--- src/rtl/uart_tx_result_if.sv ---
// Handshake and serial-line bundle for uart_tx_result.
// The bench drives it through master and the transmitter uses slave.
interface uart_tx_result_if #(
    parameter int NB_DATA = 8
);
    logic               i_tx_start;
    logic [NB_DATA-1:0] i_data;
    logic               o_tx;
    logic               o_tx_busy;
    logic               o_tx_done;

    modport master (
        output i_tx_start, i_data,
        input  o_tx, o_tx_busy, o_tx_done
    );

    modport slave (
        input  i_tx_start, i_data,
        output o_tx, o_tx_busy, o_tx_done
    );
endinterface

--- src/rtl/uart_tx_result.sv ---
// UART transmitter for the ALU result byte: 8N1 by default, and 8E1 when
// UART_TX_PARITY_EN is defined. Bit timing uses 16 oversample ticks per bit.
module uart_tx_result #(
    parameter int NB_DATA = 8,
    parameter int CLK_DIV = 163,
    parameter int SB_TICK = 16
) (
    input  logic            i_clock,
    input  logic            i_reset,
    uart_tx_result_if.slave bus
);
    localparam int DW       = (CLK_DIV > 1) ? $clog2(CLK_DIV) : 1;
    localparam int TICK_MAX = (SB_TICK > 16) ? SB_TICK : 16;
    localparam int TW       = $clog2(TICK_MAX);
    localparam int BW       = (NB_DATA > 1) ? $clog2(NB_DATA) : 1;

`ifdef UART_TX_PARITY_EN
    typedef enum logic [2:0] {S_IDLE, S_START, S_DATA, S_PARITY, S_STOP} state_e;
`else
    typedef enum logic [1:0] {S_IDLE, S_START, S_DATA, S_STOP} state_e;
`endif

    state_e             state_q, state_d;
    logic [DW-1:0]      div_q, div_d;
    logic [TW-1:0]      tick_cnt_q, tick_cnt_d;
    logic [BW-1:0]      bit_cnt_q, bit_cnt_d;
    logic [NB_DATA-1:0] shreg_q, shreg_d;
    logic               tx_q, tx_d;
    logic               done_q, done_d;
`ifdef UART_TX_PARITY_EN
    logic               parity_q, parity_d;
`endif

    logic tick;
    logic bit_end;

    assign tick    = (div_q == DW'(CLK_DIV - 1));
    assign bit_end = tick && (tick_cnt_q == TW'(15));

    // NOTE: every variable gets a default before the case, so no path leaves one unassigned and no latch is inferred.
    always_comb begin
        state_d    = state_q;
        div_d      = div_q;
        tick_cnt_d = tick_cnt_q;
        bit_cnt_d  = bit_cnt_q;
        shreg_d    = shreg_q;
        done_d     = 1'b0;
`ifdef UART_TX_PARITY_EN
        parity_d   = parity_q;
`endif

        if (state_q != S_IDLE) begin
            div_d = tick ? '0 : div_q + 1'b1;
            if (tick) tick_cnt_d = tick_cnt_q + 1'b1;
        end

        unique case (state_q)
            S_IDLE: begin
                // Accept clears the divider so each frame starts phase-aligned.
                if (bus.i_tx_start) begin
                    state_d    = S_START;
                    div_d      = '0;
                    tick_cnt_d = '0;
                    bit_cnt_d  = '0;
                    shreg_d    = bus.i_data;
`ifdef UART_TX_PARITY_EN
                    parity_d   = ^bus.i_data;
`endif
                end
            end
            S_START: begin
                if (bit_end) begin
                    tick_cnt_d = '0;
                    state_d    = S_DATA;
                end
            end
            S_DATA: begin
                if (bit_end) begin
                    tick_cnt_d = '0;
                    shreg_d    = shreg_q >> 1;
                    bit_cnt_d  = bit_cnt_q + 1'b1;
                    if (bit_cnt_q == BW'(NB_DATA - 1)) begin
                        bit_cnt_d = '0;
`ifdef UART_TX_PARITY_EN
                        state_d   = S_PARITY;
`else
                        state_d   = S_STOP;
`endif
                    end
                end
            end
`ifdef UART_TX_PARITY_EN
            S_PARITY: begin
                if (bit_end) begin
                    tick_cnt_d = '0;
                    state_d    = S_STOP;
                end
            end
`endif
            S_STOP: begin
                if (tick && (tick_cnt_q == TW'(SB_TICK - 1))) begin
                    tick_cnt_d = '0;
                    state_d    = S_IDLE;
                    done_d     = 1'b1;
                end
            end
            default: state_d = S_IDLE;
        endcase

        // Line level follows the next state so o_tx comes straight from a flop.
        unique case (state_d)
            S_START:  tx_d = 1'b0;
            S_DATA:   tx_d = shreg_d[0];
`ifdef UART_TX_PARITY_EN
            S_PARITY: tx_d = parity_d;
`endif
            default:  tx_d = 1'b1;
        endcase
    end

    // NOTE: state registers use non-blocking assignments so every flop samples pre-edge values.
    always_ff @(posedge i_clock) begin
        if (i_reset) begin
            state_q    <= S_IDLE;
            div_q      <= '0;
            tick_cnt_q <= '0;
            bit_cnt_q  <= '0;
            shreg_q    <= '0;
            tx_q       <= 1'b1;
            done_q     <= 1'b0;
`ifdef UART_TX_PARITY_EN
            parity_q   <= 1'b0;
`endif
        end else begin
            state_q    <= state_d;
            div_q      <= div_d;
            tick_cnt_q <= tick_cnt_d;
            bit_cnt_q  <= bit_cnt_d;
            shreg_q    <= shreg_d;
            tx_q       <= tx_d;
            done_q     <= done_d;
`ifdef UART_TX_PARITY_EN
            parity_q   <= parity_d;
`endif
        end
    end

    assign bus.o_tx      = tx_q;
    assign bus.o_tx_busy = (state_q != S_IDLE);
    assign bus.o_tx_done = done_q;

endmodule
--- src/flat_wrapper.sv ---
// flat-port wrapper written by rule: the top's interface ports become plain ports
module uart_tx_result_flat 
#(
    parameter int NB_DATA = 8,
    parameter int CLK_DIV = 163,
    parameter int SB_TICK = 16
)
  (i_clock, i_reset, bus_i_tx_start, bus_i_data, bus_o_tx, bus_o_tx_busy, bus_o_tx_done);
  uart_tx_result_if #(.NB_DATA(NB_DATA)) bus_i ();
  input  logic i_clock;
  input  logic i_reset;
  input wire logic [$bits(bus_i.i_tx_start)-1:0] bus_i_tx_start;
  input wire logic [$bits(bus_i.i_data)-1:0] bus_i_data;
  output wire logic [$bits(bus_i.o_tx)-1:0] bus_o_tx;
  output wire logic [$bits(bus_i.o_tx_busy)-1:0] bus_o_tx_busy;
  output wire logic [$bits(bus_i.o_tx_done)-1:0] bus_o_tx_done;
  assign bus_i.i_tx_start = bus_i_tx_start;
  assign bus_i.i_data = bus_i_data;
  assign bus_o_tx = bus_i.o_tx;
  assign bus_o_tx_busy = bus_i.o_tx_busy;
  assign bus_o_tx_done = bus_i.o_tx_done;
  uart_tx_result #(.NB_DATA(NB_DATA), .CLK_DIV(CLK_DIV), .SB_TICK(SB_TICK)) u_core (.i_clock(i_clock), .i_reset(i_reset), .bus(bus_i));
endmodule
--- config.mk ---
export PLATFORM = sky130hd
export DESIGN_NAME = uart_tx_result_flat
export DESIGN_NICKNAME = d
export VERILOG_FILES = /design/src/rtl/uart_tx_result_if.sv /design/src/rtl/uart_tx_result.sv /design/src/flat_wrapper.sv
export SDC_FILE = /design/constraint.sdc
export NUM_CORES = 1
export LEC_CHECK = 0
export CAP_MARGIN = 20
export CORE_MARGIN = 2
export CORE_UTILIZATION = 49
export DETAILED_ROUTE_END_ITERATION = 10
export GPL_TIMING_DRIVEN = 0
export HOLD_SLACK_MARGIN = 0.12
export PLACE_DENSITY = 0.81
export SLEW_MARGIN = 0
export SYNTH_ARGS = -nofsm -noshare
export SYNTH_HDL_FRONTEND = slang
export SYNTH_SLANG_ARGS = --single-unit
--- constraint.sdc ---
create_clock -name i_clock -period 2 [get_ports i_clock]
set_clock_uncertainty 0.2 [all_clocks]
set_input_delay 0.6 -clock i_clock [delete_from_list [all_inputs] [get_ports i_clock]]
set_output_delay 0.6 -clock i_clock [all_outputs]
set_load 0.02 [all_outputs]
==> metrics.md <==
| Metric | Value |
|---|---|
| Yosys cell types | 43 |
| Placed Instances | 199 |
| Synth-to-Final Area Change | 37.6% |
| Ys flop type | dfxtp_1 |
| Tcrit/Tclk final | 105% |
| DIE HEIGHT | 56.2 um |
| Arrival time worst endpoint | 2110 ps |
| TritonCTS clock tree | done |
| Clk pin slew, worst setup/hold paths | 160 ps |
| Final layout net count | 203 |
| Num CTS Buffers | 3 |
| Max-slew headroom | 61.6% |
| Fin crit period | 2110 ps |
| Post-synthesis mux area share | 0% |
| Area of the multi-input gates | 913 um^2 |
| Core Rows | 18 |
| DR vias | 1,382 |
| Dpl ws | -577 ps |
| Worst slew pin tran | 576 ps |
| Ys Warns | 0 |
| Filler cells | 170 |
| Leakage | 0.656 nW |
| First-pass GRT wire length | 5.81 mm |
| Diodes inserted | 0 |
| Beginning of the worst hold path | u_core.shreg_q[6] |
| CP Class | register to register |
| Htree depth | 1 |
| Clock sink count | 27 |
| Total length of routed wires | 3.97 mm |
| Total grt overflow | 0 |
| Fin area | 0.00183 mm^2 |
| Total power | 938 uW |
| Critical path capture point type | register |
| Commonest cells after routing, fill and taps aside | dfxtp_1, nor2_1, buf_4, a21oi_1, clkdlybuf4s50_1 |
| Port Buffers | 13 |
| Worst IR Drop VDD | 0.432 mV |
| Simple-gate share of the synthesized area | 29.2% |
| Core area | 0.00252 mm^2 |
| Setup WS post-layout | -108 ps |
| Cells after Synth | 156 |
| Post-Syn Nets | 172 |
| Seq/Total Area, Yosys | 40.6% |
| Setup TNS | -985 ps |
| Layout cell share with drive strength beyond 1 | 32.3% |
| CTS max path bufs | 2 |
| Status | finished, violations left |
| Failing checks | setup timing |
| Final hold vios | 0 |
| Combinational group share of total power | 13.8% |
| Cell Area, Synth | 0.00133 mm^2 |
| DPL Wire Length | 2.19 mm |
| Hold Worst Slack | 276 ps |
| Avg Cell Area, Syn | 8.54 um^2 |
| Critical Path Start Type | register |
| Finished Core Util | 72.7% |
| Starting Density | 52.8% |
| Post-DP Area | 0.00152 mm^2 |
| Root Buffer | clkbuf_4 |
| Worst hold path type | register to register |
| Sw Pwr | 253 uW |
| RD Place Congestion | 0.798 |
| Commonest non-fill, non-tap cell in the layout | dfxtp_1 |
| Sequential Area | 558 um^2 |
| DIE AREA | 0.00315 mm^2 |
| Number of flops mapped to enable cells by yosys | 0 |
| Post-DRT Antenna Nets | 0 |
| Initial DRT Pass Iterations | 4 |
| RSZ-0062 raised after global routing | true |
| Synth Area in XOR/XNOR | 3.94% |
| Clock power share | 26.1% |
| Non-Filler Instances | 216 |
| Adder-cell area share of the yosys netlist | 4.69% |
| DR iter-0 viols | 76 |
| Initial antenna violation count | 0 |
| Power per cell area | 512 mW/mm^2 |
| Largest family of logic cells by synthesized area | simple AND/OR/NAND/NOR gates |
| Hold path depth | 2 |
| Worst-skew pair later-pin latency | 340 ps |
| Worst EP required | 2000 ps |
| Worst R2R Path Depth | 6 |
| Flop and latch count out of synthesis | 27 |
| Pint | 685 uW |
| Reg2reg end | u_core.bit_cnt_q[2] |
| DRC | 0 |
| Via density per instance | 6.40 |
| FF-to-FF Start | u_core.div_q[3] |
| Endpoint of the worst hold path | u_core.shreg_q[6] |
| Endpoints failing setup | 12 |
| Largest net degree at the start of global routing | 16 |
| Sw Ratio | 27.0% |
| Hold-fix buffer count after cts | 0 |
| Die W | 56.2 um |
| Fmax | 474 MHz |
| Vias in the first global route | 1,281 |
| Register share of total power | 60.1% |
| Slew Limit Fails | 0 |
| WL/cell | 18.4 um |
| IO Count | 14 |
| FF-to-FF setup slack | -110 ps |
| Worst-path fanout max | 5 |
| GRT Util Overall | 23.8% |
| Post-synthesis compound-gate area fraction | 18.1% |
| Synth async-reset ratio | 0% |
| Max-Cap Viols | 0 |
[layout make-up]
class                      instances  share of cell area [%]
buffer                             6                    2.12
clock buffer                       3                    1.23
clock inverter                     1                   0.273
inverter                           4                   0.819
multi-input combinational        117                    49.8
sequential                        27                    30.4
tap                               30                    2.05
timing repair buffer              28                    13.2
[repair_timing]
item                                    in CTS  in global routing
gates resized for setup                     29                 30
endpoints found under the setup margin      26                 22
gates cloned                                 1                  0
pin swaps                                    5                 12
setup buffers                               11                  3
[metal layers]
layer | vias to the layer above | share of wire, % | track usage [%] | wire [um]
li1 | 636 | - | - | -
met1 | 642 | 40 | 28.7 | 1570
met2 | 83 | 48 | 41.2 | 1900
met3 | 21 | 8.3 | 3.72 | 330
met4 | 0 | 4.2 | 10.5 | 166
met5 | - | 0 | 0 | 0
[cells by family after synthesis]
family	after synthesis
and+or+nand+nor	70
AOI/OAI and AO/OA	36
DFF	27
buffers and inverters	12
xor gates and xnor gates	6
adders and majority gates	5
[power by group through the flow]
stage	registers, mW	clock network [mW]	logic, mW
detailed placement	0.572	0	0.101
CTS	0.564	0.239	0.103
finish	0.564	0.245	0.129
floorplan	0.572	0	0.0566
global route	0.565	0.264	0.138
global placement	0.571	0	0.0981
[critical path, stage by stage (launching register included)]
cell     delay (ps)
dfxtp_4         380
or3b_4          400
or4_4           580
buf_6           150
buf_6           120
nand3_1          80
a21oi_1          70
[state kept, by name, summed over array words and instances, names as in the netlist]
name                  cells
u_core.bit_cnt_q          3
u_core.bus.o_tx           1
u_core.bus.o_tx_done      1
u_core.div_q              8
u_core.shreg_q            8
u_core.state_q            2
u_core.tick_cnt_q         4
[synth_stat cells, types with 2 or more instances]
| cell | number | area (um^2) |
|---|---|---|
| a21oi_1 | 15 | 75.1 |
| a22oi_1 | 6 | 45.0 |
| a311oi_1 | 2 | 17.5 |
| clkbuf_1 | 6 | 22.5 |
| dfxtp_1 | 27 | 541 |
| ha_1 | 5 | 62.6 |
| inv_1 | 4 | 15.0 |
| nand2_1 | 10 | 37.5 |
| nand2b_1 | 2 | 12.5 |
| nand3_1 | 17 | 85.1 |
| nand3b_1 | 3 | 22.5 |
| nor2_1 | 16 | 60.1 |
| nor3_1 | 5 | 25.0 |
| nor3b_1 | 3 | 22.5 |
| o21ai_0 | 2 | 10.0 |
| o21ai_1 | 2 | 10.0 |
| xnor2_1 | 3 | 26.3 |
| xor2_1 | 3 | 26.3 |
[worst max-delay path by stage]
stage / from / end / cells after the start
6_report: u_core.div_q[3] / u_core.bit_cnt_q[2] / 6
5_1_grt: u_core.div_q[3] / u_core.shreg_q[0] / 5
4_1_cts: u_core.div_q[3] / u_core.bus.o_tx / 5
3_5_place_dp: u_core.state_q[0] / bus_o_tx_busy / 4
3_3_place_gp: u_core.state_q[0] / bus_o_tx_busy / 4
2_1_floorplan: u_core.div_q[6] / u_core.bus.o_tx / 5
(Power assumes the default switching activity.)
